<file path="config.mk">
export PLATFORM = sky130hd
export DESIGN_NAME = grf_write_arbiter
export DESIGN_NICKNAME = d
export VERILOG_FILES = /design/src/rtl/grf_write_arbiter.sv
export SDC_FILE = /design/constraint.sdc
export NUM_CORES = 1
export LEC_CHECK = 0
export CORE_UTILIZATION = 25
export CTS_CLUSTER_DIAMETER = 30
export DETAILED_ROUTE_END_ITERATION = 12
export PLACE_DENSITY = 0.44
export SYNTH_ARGS = -nofsm -noshare
export SYNTH_HDL_FRONTEND = slang
export SYNTH_SLANG_ARGS = --single-unit
</file>
<file path="constraint.sdc">
create_clock -name i_clk -period 3.85 [get_ports i_clk]
set_input_delay 0.5775 -clock i_clk [delete_from_list [all_inputs] [get_ports i_clk]]
set_output_delay 0.5775 -clock i_clk [all_outputs]
set_load 0.1 [all_outputs]
</file>
<file path="src/rtl/grf_write_arbiter.sv">
// GRF write-port arbiter: WB stage (A) has priority, MDU results (B) queue in a FIFO with an
// anti-starvation stall. Define GRF_ARB_TRACE_EN to print every committed GRF write.
module grf_write_arbiter #(
  parameter int unsigned DEPTH        = 4,
  parameter int unsigned STARVE_LIMIT = 3
) (
  input  logic        i_clk,
  input  logic        i_reset,      // active-low, asynchronous
  input  logic        i_a_valid,
  input  logic [4:0]  i_a_wa,
  input  logic [31:0] i_a_wd,
  input  logic [31:0] i_a_pc,
  output logic        o_a_stall,
  input  logic        i_b_valid,
  output logic        o_b_ready,
  input  logic [4:0]  i_b_wa,
  input  logic [31:0] i_b_wd,
  input  logic [31:0] i_b_pc,
  output logic [31:0] o_b_pending,
  output logic        o_grf_we,
  output logic [4:0]  o_grf_wa,
  output logic [31:0] o_grf_wd,
  output logic [31:0] o_grf_pc
);

  localparam int unsigned PtrW    = (DEPTH > 1) ? $clog2(DEPTH) : 1;
  localparam int unsigned CntW    = PtrW + 1;
  localparam int unsigned StarveW = $clog2(STARVE_LIMIT + 1);

  typedef enum logic [1:0] {StIdle, StWait, StForce} state_e;

  // FIFO storage and bookkeeping
  logic [4:0]       r_fifo_wa [DEPTH];
  logic [31:0]      r_fifo_wd [DEPTH];
  logic [31:0]      r_fifo_pc [DEPTH];
  logic [DEPTH-1:0] r_fifo_vld;
  logic [PtrW-1:0]  r_wr_ptr;
  logic [PtrW-1:0]  r_rd_ptr;
  logic [CntW-1:0]  r_count;

  // Starvation FSM
  state_e             r_state;
  logic [StarveW-1:0] r_starve_cnt;
  logic               r_a_stall;

  // Registered GRF outputs
  logic        r_grf_we;
  logic [4:0]  r_grf_wa;
  logic [31:0] r_grf_wd;
  logic [31:0] r_grf_pc;

  logic        w_fifo_empty;
  logic        w_b_ready;
  logic        w_push;
  logic        w_grant_a;
  logic        w_grant_b;
  logic [31:0] w_lose_cnt;
  logic        w_starve_hit;
  logic [4:0]  w_head_wa;
  logic [31:0] w_head_wd;
  logic [31:0] w_head_pc;

  assign w_fifo_empty = (r_count == '0);
  assign w_b_ready    = (r_count != CntW'(DEPTH));
  assign w_push       = i_b_valid && w_b_ready;

  assign w_head_wa = r_fifo_wa[r_rd_ptr];
  assign w_head_wd = r_fifo_wd[r_rd_ptr];
  assign w_head_pc = r_fifo_pc[r_rd_ptr];

  // Losses B would have accumulated if A wins this cycle
  assign w_lose_cnt   = 32'(r_starve_cnt) + 32'd1;
  assign w_starve_hit = (w_lose_cnt >= STARVE_LIMIT);

  always_comb begin
    w_grant_a = 1'b0;
    w_grant_b = 1'b0;
    if (r_state == StForce) begin
      w_grant_b = !w_fifo_empty;
    end else if (i_a_valid) begin
      w_grant_a = 1'b1;
    end else begin
      w_grant_b = !w_fifo_empty;
    end
  end

  always_ff @(posedge i_clk or negedge i_reset) begin
    if (!i_reset) begin
      r_wr_ptr   <= '0;
      r_rd_ptr   <= '0;
      r_count    <= '0;
      r_fifo_vld <= '0;
    end else begin
      if (w_push) begin
        r_wr_ptr             <= r_wr_ptr + PtrW'(1);
        r_fifo_vld[r_wr_ptr] <= 1'b1;
      end
      // Push and pop never share a slot: that needs count 0 (no pop) or DEPTH (no push)
      if (w_grant_b) begin
        r_rd_ptr             <= r_rd_ptr + PtrW'(1);
        r_fifo_vld[r_rd_ptr] <= 1'b0;
      end
      case ({w_push, w_grant_b})
        2'b10:   r_count <= r_count + CntW'(1);
        2'b01:   r_count <= r_count - CntW'(1);
        default: r_count <= r_count;
      endcase
    end
  end

  always_ff @(posedge i_clk) begin
    if (w_push) begin
      r_fifo_wa[r_wr_ptr] <= i_b_wa;
      r_fifo_wd[r_wr_ptr] <= i_b_wd;
      r_fifo_pc[r_wr_ptr] <= i_b_pc;
    end
  end

  always_ff @(posedge i_clk or negedge i_reset) begin
    if (!i_reset) begin
      r_state      <= StIdle;
      r_starve_cnt <= '0;
      r_a_stall    <= 1'b0;
    end else begin
      case (r_state)
        StIdle: begin
          r_a_stall <= 1'b0;
          if (w_grant_a && !w_fifo_empty) begin
            if (w_starve_hit) begin
              r_state      <= StForce;
              r_starve_cnt <= '0;
              r_a_stall    <= 1'b1;
            end else begin
              r_state      <= StWait;
              r_starve_cnt <= StarveW'(w_lose_cnt);
            end
          end
        end
        StWait: begin
          r_a_stall <= 1'b0;
          if (w_grant_b || w_fifo_empty) begin
            r_state      <= StIdle;
            r_starve_cnt <= '0;
          end else if (w_grant_a) begin
            if (w_starve_hit) begin
              r_state      <= StForce;
              r_starve_cnt <= '0;
              r_a_stall    <= 1'b1;
            end else begin
              r_starve_cnt <= StarveW'(w_lose_cnt);
            end
          end
        end
        StForce: begin
          r_state      <= StIdle;
          r_starve_cnt <= '0;
          r_a_stall    <= 1'b0;
        end
        default: begin
          r_state      <= StIdle;
          r_starve_cnt <= '0;
          r_a_stall    <= 1'b0;
        end
      endcase
    end
  end

  // Writes to $0 are consumed but never reach the GRF
  always_ff @(posedge i_clk or negedge i_reset) begin
    if (!i_reset) begin
      r_grf_we <= 1'b0;
      r_grf_wa <= '0;
      r_grf_wd <= '0;
      r_grf_pc <= '0;
    end else if (w_grant_a) begin
      r_grf_we <= (i_a_wa != '0);
      r_grf_wa <= i_a_wa;
      r_grf_wd <= i_a_wd;
      r_grf_pc <= i_a_pc;
    end else if (w_grant_b) begin
      r_grf_we <= (w_head_wa != '0);
      r_grf_wa <= w_head_wa;
      r_grf_wd <= w_head_wd;
      r_grf_pc <= w_head_pc;
    end else begin
      r_grf_we <= 1'b0;
    end
  end

  always_comb begin
    o_b_pending = '0;
    for (int unsigned i = 0; i < DEPTH; i++) begin
      if (r_fifo_vld[i]) begin
        o_b_pending[r_fifo_wa[i]] = 1'b1;
      end
    end
    o_b_pending[0] = 1'b0;
  end

  assign o_a_stall = r_a_stall;
  assign o_b_ready = w_b_ready;
  assign o_grf_we  = r_grf_we;
  assign o_grf_wa  = r_grf_wa;
  assign o_grf_wd  = r_grf_wd;
  assign o_grf_pc  = r_grf_pc;

`ifdef GRF_ARB_TRACE_EN
  logic r_grf_src_b;

  always_ff @(posedge i_clk or negedge i_reset) begin
    if (!i_reset) begin
      r_grf_src_b <= 1'b0;
    end else if (w_grant_a || w_grant_b) begin
      r_grf_src_b <= w_grant_b;
    end
  end

  always_ff @(posedge i_clk) begin
    if (i_reset && r_grf_we) begin
      $display("%d@%h: $%d <= %h (%s)", $time, r_grf_pc, r_grf_wa, r_grf_wd,
               r_grf_src_b ? "B" : "A");
    end
  end
`else
`endif

  a_valid_during_stall: assert property (@(posedge i_clk) disable iff (!i_reset)
      !(r_a_stall && i_a_valid))
    else $error("grf_write_arbiter: a_valid asserted while a_stall is high");

endmodule

</file>
==> flow_summary.yaml <==
status:
  status: "finished, final reports clean"
cells_and_area:
  syn_to_final_growth_pct: 42.8
  fin_cells: 2042
  drive_above_1_share_pct: 20.2
  fin_area_sq_um: 21400
  final_nets: 1348
  diodes: 0
sta:
  rsz0062_at_grt: "false"
  slew_headroom_pct: 25.2
  setup_viol: 0
  fin_skew_ns: 0.0190
  final-max-slew-violation-count: 0
  finalCritPeriodShare_pct: 80.0
  tightest_slew_ns: 1.12
  fin_setup_tns_ns: 0
  finalHoldViolations: 0
  period_minus_slack_ns: 3.08
  max_freq_mhz: 325
cts:
  h-tree-depth: 3
  post_cts_buffers: 0
  cts_tree: "built"
  ctsHoldBuffers: 0
  postCtsResizedCells: 0
  cts_buffers: 89
  clkTransAtPathRegs_ns: 0.04
  clockRootBuffer: "clkbuf_16"
  clk-insertion-delay-late_ns: 0.61
  clk_path_buf_depth: 3
  cts_num_sinks: 362
synth:
  synth_edf_count: 276
  yosys.area_share.simple_pct: 5.72
  yosysSeqAreaShare_pct: 69.8
  avgSynthCellArea_sq_um: 16.7
  synthAdderAreaFrac_pct: 0.887
  syn_nets: 1048
  synthCells: 896
  synth.top_cell.area_share_pct: 55.4
  ys_async_sr_fraction_pct: 23.8
  ys_seq_elements: 362
  ys_top_cells_by_count: "edfxtp_1, dfrtp_1, nand2_1, mux2i_1, o21ai_1"
  synth-xor-area-share_pct: 0.293
  synth_mux_area_share_pct: 15.2
  synth.area.top_cells: "edfxtp_1, dfrtp_1, mux4_2, mux2i_1, o21ai_1"
  yosysUniqueCellTypes: 46
  synth_flop_cell: "edfxtp_1"
  synth_top_area_cell: "edfxtp_1"
  synth_compound_area_share_pct: 6.06
  synthesis.area_sq_um: 15000
  ys_warn_count: 0
  yosysMostFrequentCell: "edfxtp_1"
  synth_top_family_by_area: "multiplexers"
global_routing:
  gr-total-overflow: 0
  grt_start_max_net_pins: 141
  use_met2_pct: 20.9
  gr-usage-met3_pct: 4.78
  grt_usage_pct: 13.9
  grt_pass1_vias: 9769
  grt_pass1_wl_mm: 62.4
  grt_util_met1_pct: 18.3
  antenna_found_initial: 7
  top_usage_layer: "met2"
placed_design:
  port_buffers: 244
  dpl_cell_area_sq_um: 18300
  place_congestion: 0.860
  dp_cells: 1878
  dpl.hpwl_mm: 27.4
job:
  max_cap_viol_count: 0
critical_path:
  path_max_fanout: 8
  crit_type: "flop to output pin"
  end_kind: "output pin"
  cp.required_ns: 3.27
  cp_data_arrival_time_ns: 2.50
  r2r_setup_slack_ns: 1.50
  cp-start-kind: "flop"
  r2r_cells: 4
detailed_routing:
  vias: 9274
  drtIter0Drc: 620
  wirelength_mm: 42.1
  drc: 0
  wl_per_cell_um: 20.6
  drt_pre_antenna_iters: 5
  routed_via_density: 4.54
  final_antenna_net_count: 0
floorplan:
  die_y_um: 247
  rows: 89
  die_x_um: 247
  die_area_sq_um: 60800
  start_util_pct: 25.3
  core_area_sq_um: 59000
  ioPinCount: 246
pwr:
  p_leak_nw: 7.99
  power_density_nw_per_um2: 953
  p_total_w: 0.0203
  irDropWorstVdd_v: 0.000567
hold_path:
  hold_path_class: "input pin to async pin"
[flip-flops by register name, indices dropped and copies added (netlist names), 2 cells and up]
register / cells
r_fifo_pc: 128
r_fifo_wd: 128
o_grf_pc: 32
o_grf_wd: 32
r_fifo_wa: 20
o_grf_wa: 5
r_fifo_vld: 4
r_count: 3
r_rd_ptr: 2
r_starve_cnt: 2
r_state: 2
r_wr_ptr: 2
[cell usage in the layout (no fill, tap or decap), drive strengths merged, types with 3 or more instances in the layout]
master / Yosys / final
edfxtp: 276 / 276
clkdlybuf4s50: 0 / 212
clkbuf: 27 / 112
dfrtp: 86 / 86
nand2: 83 / 83
o21ai: 71 / 71
mux2i: 70 / 70
mux4: 69 / 69
buf: 25 / 49
clkinv: 0 / 31
nor2: 20 / 20
inv: 15 / 17
a221o: 16 / 16
o22ai: 15 / 15
o221ai: 13 / 13
nand3b: 12 / 12
bufinv: 0 / 12
nor3b: 9 / 9
ha: 9 / 9
or3b: 8 / 8
a21oi: 8 / 8
a22oi: 8 / 8
nand3: 7 / 7
clkinvlp: 0 / 7
and2: 6 / 6
and3: 5 / 5
and3b: 5 / 5
or2: 4 / 4
nor3: 4 / 4
a2bb2oi: 4 / 4
or3: 4 / 4
xnor2: 3 / 3
[layout make-up]
class	instances	area, sq um
multi-input cells	467	4230
inverters	15	56.3
fillers	5622	37700
well taps	773	967
flip-flops and latches	362	10400
clock inverters	52	656
clock buffers	112	2380
repair buffers	261	2620
[worst paths after layout]
path | from | to
min | i_reset | o_grf_wd[17]
min in group i_clk | i_a_pc[28] | o_grf_pc[28]
min reg2reg | r_state[1] | r_starve_cnt[1]
max | r_fifo_vld[0] | o_b_pending[17]
max reg2reg | r_count[0] | r_starve_cnt[1]
max in group asynchronous | i_reset | o_grf_wd[4]
[metrics by stage]
stage | hold slack (ns) | utilization, % | worst slack [ns]
2_1_floorplan | 0.282 | - | 0.722
3_3_place_gp | 0.513 | 31.0 | 0.917
3_5_place_dp | 0.510 | 31.0 | 0.915
4_1_cts | 0.00873 | 36.2 | 0.781
5_1_grt | 0.0384 | 36.2 | 0.631
6_report | 0.00254 | 36.2 | 0.769
[per-layer routing]
layer,share of wire (%),up-vias
li1,-,4178
met1,44,4674
met2,45,314
met3,7.0,94
met4,3.0,14
met5,0.22,-
[power breakdown]
part,internal (W),total (W),switching [W],leakage (nW)
clock network,0.00514,0.00740,0.00225,1.45
registers,0.00527,0.00589,0.000621,3.56
logic,0.00226,0.00705,0.00479,2.98
[worst max-delay path, stage by stage (launching register included)]
cell and delay, ns:
dfrtp_1 0.42, nand2_1 0.08, nor2_1 0.74, a22oi_1 0.20
o221ai_1 0.13, buf_4 0.34
[cells by family after synthesis]
logic type      after synthesis
xor+xnor                      5
mux                         140
simple gates                170
other cells                   1
flops                       362
buf+inv                      67
fa+ha+maj                    10
compound gates              141
Note: power is estimated with default switching activity, not from simulation.
